[src/rtl/comms_pkg.sv]
// Link constants and shared types for the comms transmitter/receiver pair.
package comms_pkg;

    localparam int COMMS_FRAME_WIDTH  = 256;
    localparam int COMMS_SYNC_STAGES  = 2;
    localparam int COMMS_IDLE_TIMEOUT = 64;

    typedef enum logic {
        BUF_EMPTY = 1'b0,
        BUF_FULL  = 1'b1
    } buf_state_e;

endpackage

[src/rtl/comms_sync.sv]
// Retimes the serial link clkIn/dataIn into clk with equal-depth chains and flags clkIn rising edges.
module comms_sync
    import comms_pkg::*;
#(
    parameter int SYNC_STAGES = COMMS_SYNC_STAGES
) (
    input  logic clk,
    input  logic rst,
    input  logic clk_in_i,
    input  logic data_in_i,
    output logic rx_edge_o,
    output logic rx_bit_o
);

    logic [SYNC_STAGES-1:0] clk_sync_q;
    logic [SYNC_STAGES-1:0] data_sync_q;
    logic [SYNC_STAGES-1:0] fill_q;
    logic                   clk_hist_q;
    logic                   sync_valid;

    // The chains carry reset zeros, not pin samples, until fill_q has walked through.
    assign sync_valid = fill_q[SYNC_STAGES-1];

    // NOTE: every stage uses <= so each flop samples its neighbour's pre-edge value; blocking
    // assignments here would collapse the chain into a single flop.
    always_ff @(posedge clk or posedge rst) begin
        if (rst) begin
            clk_sync_q  <= '0;
            data_sync_q <= '0;
            fill_q      <= '0;
            clk_hist_q  <= 1'b1;
        end else begin
            clk_sync_q  <= {clk_sync_q[SYNC_STAGES-2:0], clk_in_i};
            data_sync_q <= {data_sync_q[SYNC_STAGES-2:0], data_in_i};
            fill_q      <= {fill_q[SYNC_STAGES-2:0], 1'b1};
            if (sync_valid) begin
                clk_hist_q <= clk_sync_q[SYNC_STAGES-1];
            end
        end
    end

    assign rx_edge_o = sync_valid & clk_sync_q[SYNC_STAGES-1] & ~clk_hist_q;
    assign rx_bit_o  = data_sync_q[SYNC_STAGES-1];

endmodule

[src/rtl/comms_receiver.sv]
// Receive end of the serial comms link: bit assembly and double-buffered frame hand-off.
// Defining COMMS_RX_TIMEOUT_EN adds the mid-frame idle abort that drives frameError.
module comms_receiver
    import comms_pkg::*;
#(
    parameter int WIDTH        = COMMS_FRAME_WIDTH,
    parameter int SYNC_STAGES  = COMMS_SYNC_STAGES
`ifdef COMMS_RX_TIMEOUT_EN
    ,
    parameter int IDLE_TIMEOUT = COMMS_IDLE_TIMEOUT
`endif
) (
    input  logic             clk,
    input  logic             rst,
    input  logic             clkIn,
    input  logic             dataIn,
    input  logic             dataAck,
    output logic [WIDTH-1:0] receiveBuffer,
    output logic             newData,
    output logic             readyForReceive,
    output logic             overrun,
    output logic             frameError
);

    localparam int               CNT_W    = (WIDTH > 1) ? $clog2(WIDTH) : 1;
    localparam logic [CNT_W-1:0] LAST_BIT = CNT_W'(WIDTH - 1);

    logic             rx_edge;
    logic             rx_bit;
    logic             frame_done;
    logic             timeout;
    logic [CNT_W-1:0] bit_cnt_q, bit_cnt_d;
    logic [WIDTH-1:0] shift_q, shift_d;
    logic [WIDTH-1:0] frame;
    logic [WIDTH-1:0] hold_q, hold_d;
    buf_state_e       state_q, state_d;
    logic             overrun_q, overrun_d;

    comms_sync #(
        .SYNC_STAGES(SYNC_STAGES)
    ) u_sync (
        .clk      (clk),
        .rst      (rst),
        .clk_in_i (clkIn),
        .data_in_i(dataIn),
        .rx_edge_o(rx_edge),
        .rx_bit_o (rx_bit)
    );

    assign frame_done = rx_edge && (bit_cnt_q == LAST_BIT);

    // The final bit bypasses the shift register so the holding register loads in the same cycle.
    always_comb begin
        frame          = shift_q;
        frame[WIDTH-1] = rx_bit;
    end

`ifdef COMMS_RX_TIMEOUT_EN
    localparam int IDLE_W = $clog2(IDLE_TIMEOUT + 1);

    logic [IDLE_W-1:0] idle_q, idle_d;
    logic              frame_error_q;

    always_comb begin
        idle_d  = '0;
        timeout = 1'b0;
        if (!rx_edge && (bit_cnt_q != '0)) begin
            if (idle_q == IDLE_W'(IDLE_TIMEOUT - 1)) begin
                timeout = 1'b1;
            end else begin
                idle_d = idle_q + 1'b1;
            end
        end
    end

    always_ff @(posedge clk or posedge rst) begin
        if (rst) begin
            idle_q        <= '0;
            frame_error_q <= 1'b0;
        end else begin
            idle_q        <= idle_d;
            frame_error_q <= timeout;
        end
    end

    assign frameError = frame_error_q;
`else
    assign timeout    = 1'b0;
    assign frameError = 1'b0;
`endif

    // NOTE: every _d takes its hold value before any branch; a path that skipped an assignment
    // would turn this block into a latch.
    always_comb begin
        bit_cnt_d = bit_cnt_q;
        shift_d   = shift_q;
        hold_d    = hold_q;
        state_d   = state_q;
        overrun_d = overrun_q;

        if (rx_edge) begin
            shift_d[bit_cnt_q] = rx_bit;
            bit_cnt_d          = frame_done ? '0 : bit_cnt_q + 1'b1;
        end else if (timeout) begin
            bit_cnt_d = '0;
        end

        case (state_q)
            BUF_EMPTY: begin
                if (frame_done) begin
                    hold_d  = frame;
                    state_d = BUF_FULL;
                end
            end
            BUF_FULL: begin
                if (frame_done && dataAck) begin
                    hold_d = frame;
                end else if (frame_done) begin
                    overrun_d = 1'b1;
                end else if (dataAck) begin
                    state_d = BUF_EMPTY;
                end
            end
            default: state_d = BUF_EMPTY;
        endcase
    end

    // NOTE: the wide shift and holding registers are reset explicitly because their zero
    // state is visible on receiveBuffer straight after reset.
    always_ff @(posedge clk or posedge rst) begin
        if (rst) begin
            bit_cnt_q <= '0;
            shift_q   <= '0;
            hold_q    <= '0;
            state_q   <= BUF_EMPTY;
            overrun_q <= 1'b0;
        end else begin
            bit_cnt_q <= bit_cnt_d;
            shift_q   <= shift_d;
            hold_q    <= hold_d;
            state_q   <= state_d;
            overrun_q <= overrun_d;
        end
    end

    assign receiveBuffer   = hold_q;
    assign newData         = (state_q == BUF_FULL);
    assign readyForReceive = (state_q != BUF_FULL);
    assign overrun         = overrun_q;

endmodule

[config.mk]
export PLATFORM = sky130hd
export DESIGN_NAME = comms_receiver
export DESIGN_NICKNAME = d
export VERILOG_FILES = /design/src/rtl/comms_pkg.sv /design/src/rtl/comms_sync.sv /design/src/rtl/comms_receiver.sv
export SDC_FILE = /design/constraint.sdc
export NUM_CORES = 1
export LEC_CHECK = 0
export BUFFER_PORTS_ARGS = -buffer_cell sky130_fd_sc_hd__buf_4
export CAP_MARGIN = 20
export CORE_ASPECT_RATIO = 0.75
export CORE_UTILIZATION = 40
export DETAILED_ROUTE_END_ITERATION = 8
export GPL_TIMING_DRIVEN = 0
export PLACE_DENSITY_LB_ADDON = 0.25
export SYNTH_ARGS = -nofsm -noshare
export SYNTH_HDL_FRONTEND = slang
export SYNTH_SLANG_ARGS = --single-unit
[constraint.sdc]
create_clock -name clk -period 26.8 [get_ports clk]
set_input_delay 2.68 -clock clk [delete_from_list [all_inputs] [get_ports clk]]
set_output_delay 2.68 -clock clk [all_outputs]
set_load 0.02 [all_outputs]
; ---- Word-level counts from Yosys, hierarchy flattened
; Index checks and enable logic that the tools add are counted.
[word_totals]
ff_bits = 529
input_bits = 5
out_inout_bits = 260
word_cells = 37
[classes]
add_sub_neg = 1
order_cmp = 2
n_eq_ne = 3
n_mux = 12
bitwise_logic = 5
reduce_logical = 5
[ops]
columns = operator, count
row1 = $mux 256, 2
row2 = $pmux 256 s2, 1
row3 = $bwmux 256, 1
row4 = $lt 8x9->1 const B, 1
row5 = $add 8x1->8 const B, 1
row6 = $demux 1 s8, 1
row7 = $eq 8x8->1 const B, 1
row8 = $ge 8x1->1 const B, 1
row9 = $mux 8, 1
row10 = $mux 1, 5
row11 = $ne 2x1->1 const B, 2
row12 = $logic_and 1x1->1, 3
row13 = $not 1->1, 3
row14 = $reduce_and 3->1, 1
row15 = $and 1x1->1, 2
row16 = $pmux 1 s2, 1
row17 = $reduce_and 2->1, 1

; ---- Logic depth before layout (Yosys ltp)
[depth]
word_depth = 6
ltp_mapped = 7
ltp_nobuf = 5

; ---- Cells and area by module
; Synthesis repeated with hierarchy kept, for this count alone.
[hier_totals]
cells_unflattened = 1563
area_unflattened_um2 = 21550.7
[modules_own_cells]
columns = mod, n_inst, cells_each, area_each_um2, seq_area_each_um2
row1 = comms_receiver, 1, 1552, 21341.7, 13037.5
row2 = comms_sync, 1, 11, 209.0, 176.4

; ---- Least setup slack after synthesis
; Ideal clock, no wire load.
[synth_path]
kind = input-to-reg
from = input port dataAck
to = register hold_q[255], in the netlist receiveBuffer[255]
t_arrival_ns = 3.639
path_slack_ns = 23.033
path_stages = 5
cell_sequence = nor2_1 -> nor3_4 -> buf_4 -> buf_6 -> mux2_1
[synth_via]
elab_chain_cells = 3
[synth_rtl]
columns = item, line
row1 = start: declaration, comms_receiver.sv:17  ; input logic dataAck,
row2 = $logic_and 1x1->1, comms_receiver.sv:116  ; if (frame_done && dataAck) begin
row3 = $ne 2x1->1 (no line), --
row4 = $reduce_and 2->1 (no line), --
row5 = end signal: assignment, comms_receiver.sv:140  ; hold_q <= hold_d;
row6 = end: declaration, comms_receiver.sv:35  ; logic [WIDTH-1:0] hold_q, hold_d;
; Every way passes these cells.
; A chain may end at the register's enable or synchronous reset.

; ---- Worst setup path after layout
[layout_path]
from = register state_q, in the netlist newData
to = output port readyForReceive
[layout_via]
elab_chain_cells = 1
[layout_rtl]
columns = item, line
row1 = start: declaration, comms_receiver.sv:36  ; buf_state_e state_q, state_d;
row2 = start signal: assignment, comms_receiver.sv:141  ; state_q <= state_d;
row3 = $not 1->1, --
row4 = end: declaration, comms_receiver.sv:20  ; output logic readyForReceive,
; Every way passes these cells.

==> out/metrics.yaml <==
final_common_cell: "dfrtp_1"
grt_max_degree: 134
hold_path_class: "flop to flop"
totalWireLength_um: 53500
post-route-drc-count: 0
mostFrequentLayoutCells: "dfrtp_1, mux2_2, buf_4, nor2_1, mux2_1"
gp_congestion: 0.767
slew_headroom_pct: 20.1
ir_worst_vdd_mv: 0.0501
synth_edf_count: 0
numClockSinks: 528
antenna_left: 0
die_x_um: 267
post_cts_buffers: 0
clkSlewWorstSetupHoldPaths_ps: 60
cts_tree: "done"
cts_resized: 0
synth-seq-cells: 528
n_fill_cell: 4470
crit_fanout: 3
fin_worst_skew_ps: 12.0
grt_use_met1_pct: 29.6
r2r_start: "u_sync.clk_hist_q$_DFFE_PP1P_"
io_pins: 265
multiInputGateArea_sq_um: 7220
seq_area_frac_synth_pct: 62.7
std_cell_rows: 72
track_usage_pct: 20.4
dr.pass1.iters: 5
first_iter_violations: 778
netlist_instances: 1483
grtUsageMet2_pct: 31.2
vias_per_cell: 4.91
final-hold-violation-count: 0
vias: 12500
cts_root_buffer: "clkbuf_16"
crit_start: "newData$_DFF_PP0_"
syn_area_sq_um: 21100
cts_made_buffers: 53
path_class: "flop to primary output"
reg2reg_depth: 6
hpwl_um: 36700
overflow: 0
yosys_most_used_dff: "dfrtp_1"
drive_gt1_share_pct: 36.3
fin_tns_setup_ps: 0
rrSetupSlack_ps: 23830
final_util_pct: 49.9
tightestPinTransition_ps: 1200
holdBufCountCts: 0
yosys_warnings: 0
antenna_cells: 0
grt_pass1_vias: 13300
leakagePower_nw: 13.4
critPathLaunchType: "flop"
cp-endpoint: "readyForReceive"
syn_area_per_cell_sq_um: 14.2
wl_per_cell_um: 21.0
min-delay-start: "u_sync.fill_q[0]$_DFF_PP0_"
grt_first_pass_wirelength_um: 82200
status: "finished clean"
maxSlewViolCount: 0
synth_nets: 1492
crit_path_end_kind: "primary output"
grt_antenna_before_repair: 0
cts_max_path_buffers: 3
use_met3_pct: 4.01
top_usage_layer: "met2"
die_h_um: 201
power_density_nw_per_um2: 63.2
crit_required_ps: 24120
core-area_sq_um: 51800
seq_area_sq_um: 13200
rsz0062_at_grt: "false"
arrival_ps: 1200
fin_nets: 1815
clkLatencyLatePin_ps: 590
initial_core_util_pct: 40.7
async_flop_share_pct: 100
period_minus_slack_ps: 3880
dieArea_sq_um: 53600
max_cap_viol_count: 0
port_buffers: 263
finalCritPeriodShare_pct: 14.5
h-tree-depth: 2
area_growth_syn_to_layout_pct: 22.6
rr_endpoint: "shift_q[24]$_DFFE_PP0P_"
max_freq_mhz: 258
synth.distinct_cells: 36
setup_viol: 0
==> sequential cells by signal (all words and copies together), names as in the netlist <==
signal and cells:
receiveBuffer 256, shift_q 255, bit_cnt_q 8, u_sync.clk_sync_q 2
u_sync.data_sync_q 2, u_sync.fill_q 2, newData 1, overrun 1
u_sync.clk_hist_q 1
==> report_power, final <==
part / total (mW) / internal [mW] / switching [mW]
Sequential: 0.813 / 0.807 / 0.00570
Combinational: 0.0624 / 0.0162 / 0.0462
Clock: 0.757 / 0.448 / 0.309
Total: 1.63 / 1.27 / 0.361
==> worst max-delay path, cell delays in order (launching register included) <==
cell and delay [ps]:
dfrtp_1 380, inv_1 90, buf_4 150
==> worst min path at each step <==
stage / endpoint / cells past startpoint
2_1_floorplan: u_sync.clk_sync_q[1]$_DFF_PP0_ / 0
3_3_place_gp: u_sync.fill_q[1]$_DFF_PP0_ / 0
3_5_place_dp: u_sync.data_sync_q[1]$_DFF_PP0_ / 0
4_1_cts: u_sync.data_sync_q[1]$_DFF_PP0_ / 0
5_1_grt: u_sync.fill_q[1]$_DFF_PP0_ / 0
6_report: u_sync.fill_q[1]$_DFF_PP0_ / 0
==> area by class of cell <==
class | instances | share of cell area, %
Timing Repair Buffer | 268 | 8.13
Inverter | 4 | 0.0872
Multi-Input combinational cell | 848 | 28.0
Clock buffer | 82 | 6.22
Clock inverter | 13 | 0.673
Sequential cell | 528 | 51.2
Buffer | 103 | 2.37
Tap cell | 703 | 3.41
==> logic make-up after synthesis <==
family / after synthesis / synth area share, %
other: 2 / 0.0357
buffers and inverters: 107 / 2.98
flip-flops: 528 / 62.7
XOR/XNOR: 5 / 0.208
multiplexers: 512 / 27.4
AND/OR/NAND/NOR: 318 / 6.22
AO/OA/AOI/OAI: 7 / 0.208
adder cells (fa/ha/maj): 4 / 0.238
==> metal layers <==
layer,wire length (um),vias to the layer above
met1,25200,6504
met5,0,-
li1,-,5690
met2,24600,258
met3,2700,72
met4,1090,0
==> Yosys cell counts, types with 2 or more instances <==
master	n	share of area, %
inv_1	4	0.071
dfrtp_1	527	63
xnor2_1	4	0.17
o21ai_0	2	0.048
conb_1	2	0.036
buf_4	3	0.11
nor2b_1	6	0.18
mux2_2	272	15
nor2_1	247	4.4
mux2_1	240	13
clkbuf_1	58	1.0
buf_2	14	0.33
nand2_1	19	0.34
buf_6	26	1.4
ha_1	4	0.24
nand3_1	30	0.71
nand4_1	6	0.18
==> metrics by stage <==
| step | power [mW] | area [sq um] | worst slack [ps] | hold slack [ps] | instances |
|---|---|---|---|---|---|
| 2_1_floorplan | 0.868 | 21100 | 9370 | 331 | 1483 |
| 3_3_place_gp | 0.887 | 23900 | 4220 | 332 | 2449 |
| 3_5_place_dp | 0.891 | 24000 | 22500 | 340 | 2453 |
| 4_1_cts | 1.65 | 25800 | 22880 | 355 | 2548 |
| 5_1_grt | 1.69 | 25800 | 22860 | 365 | 2549 |
| 6_report | 1.63 | 25800 | 22920 | 352 | 2549 |
(Power assumes the default switching activity.)
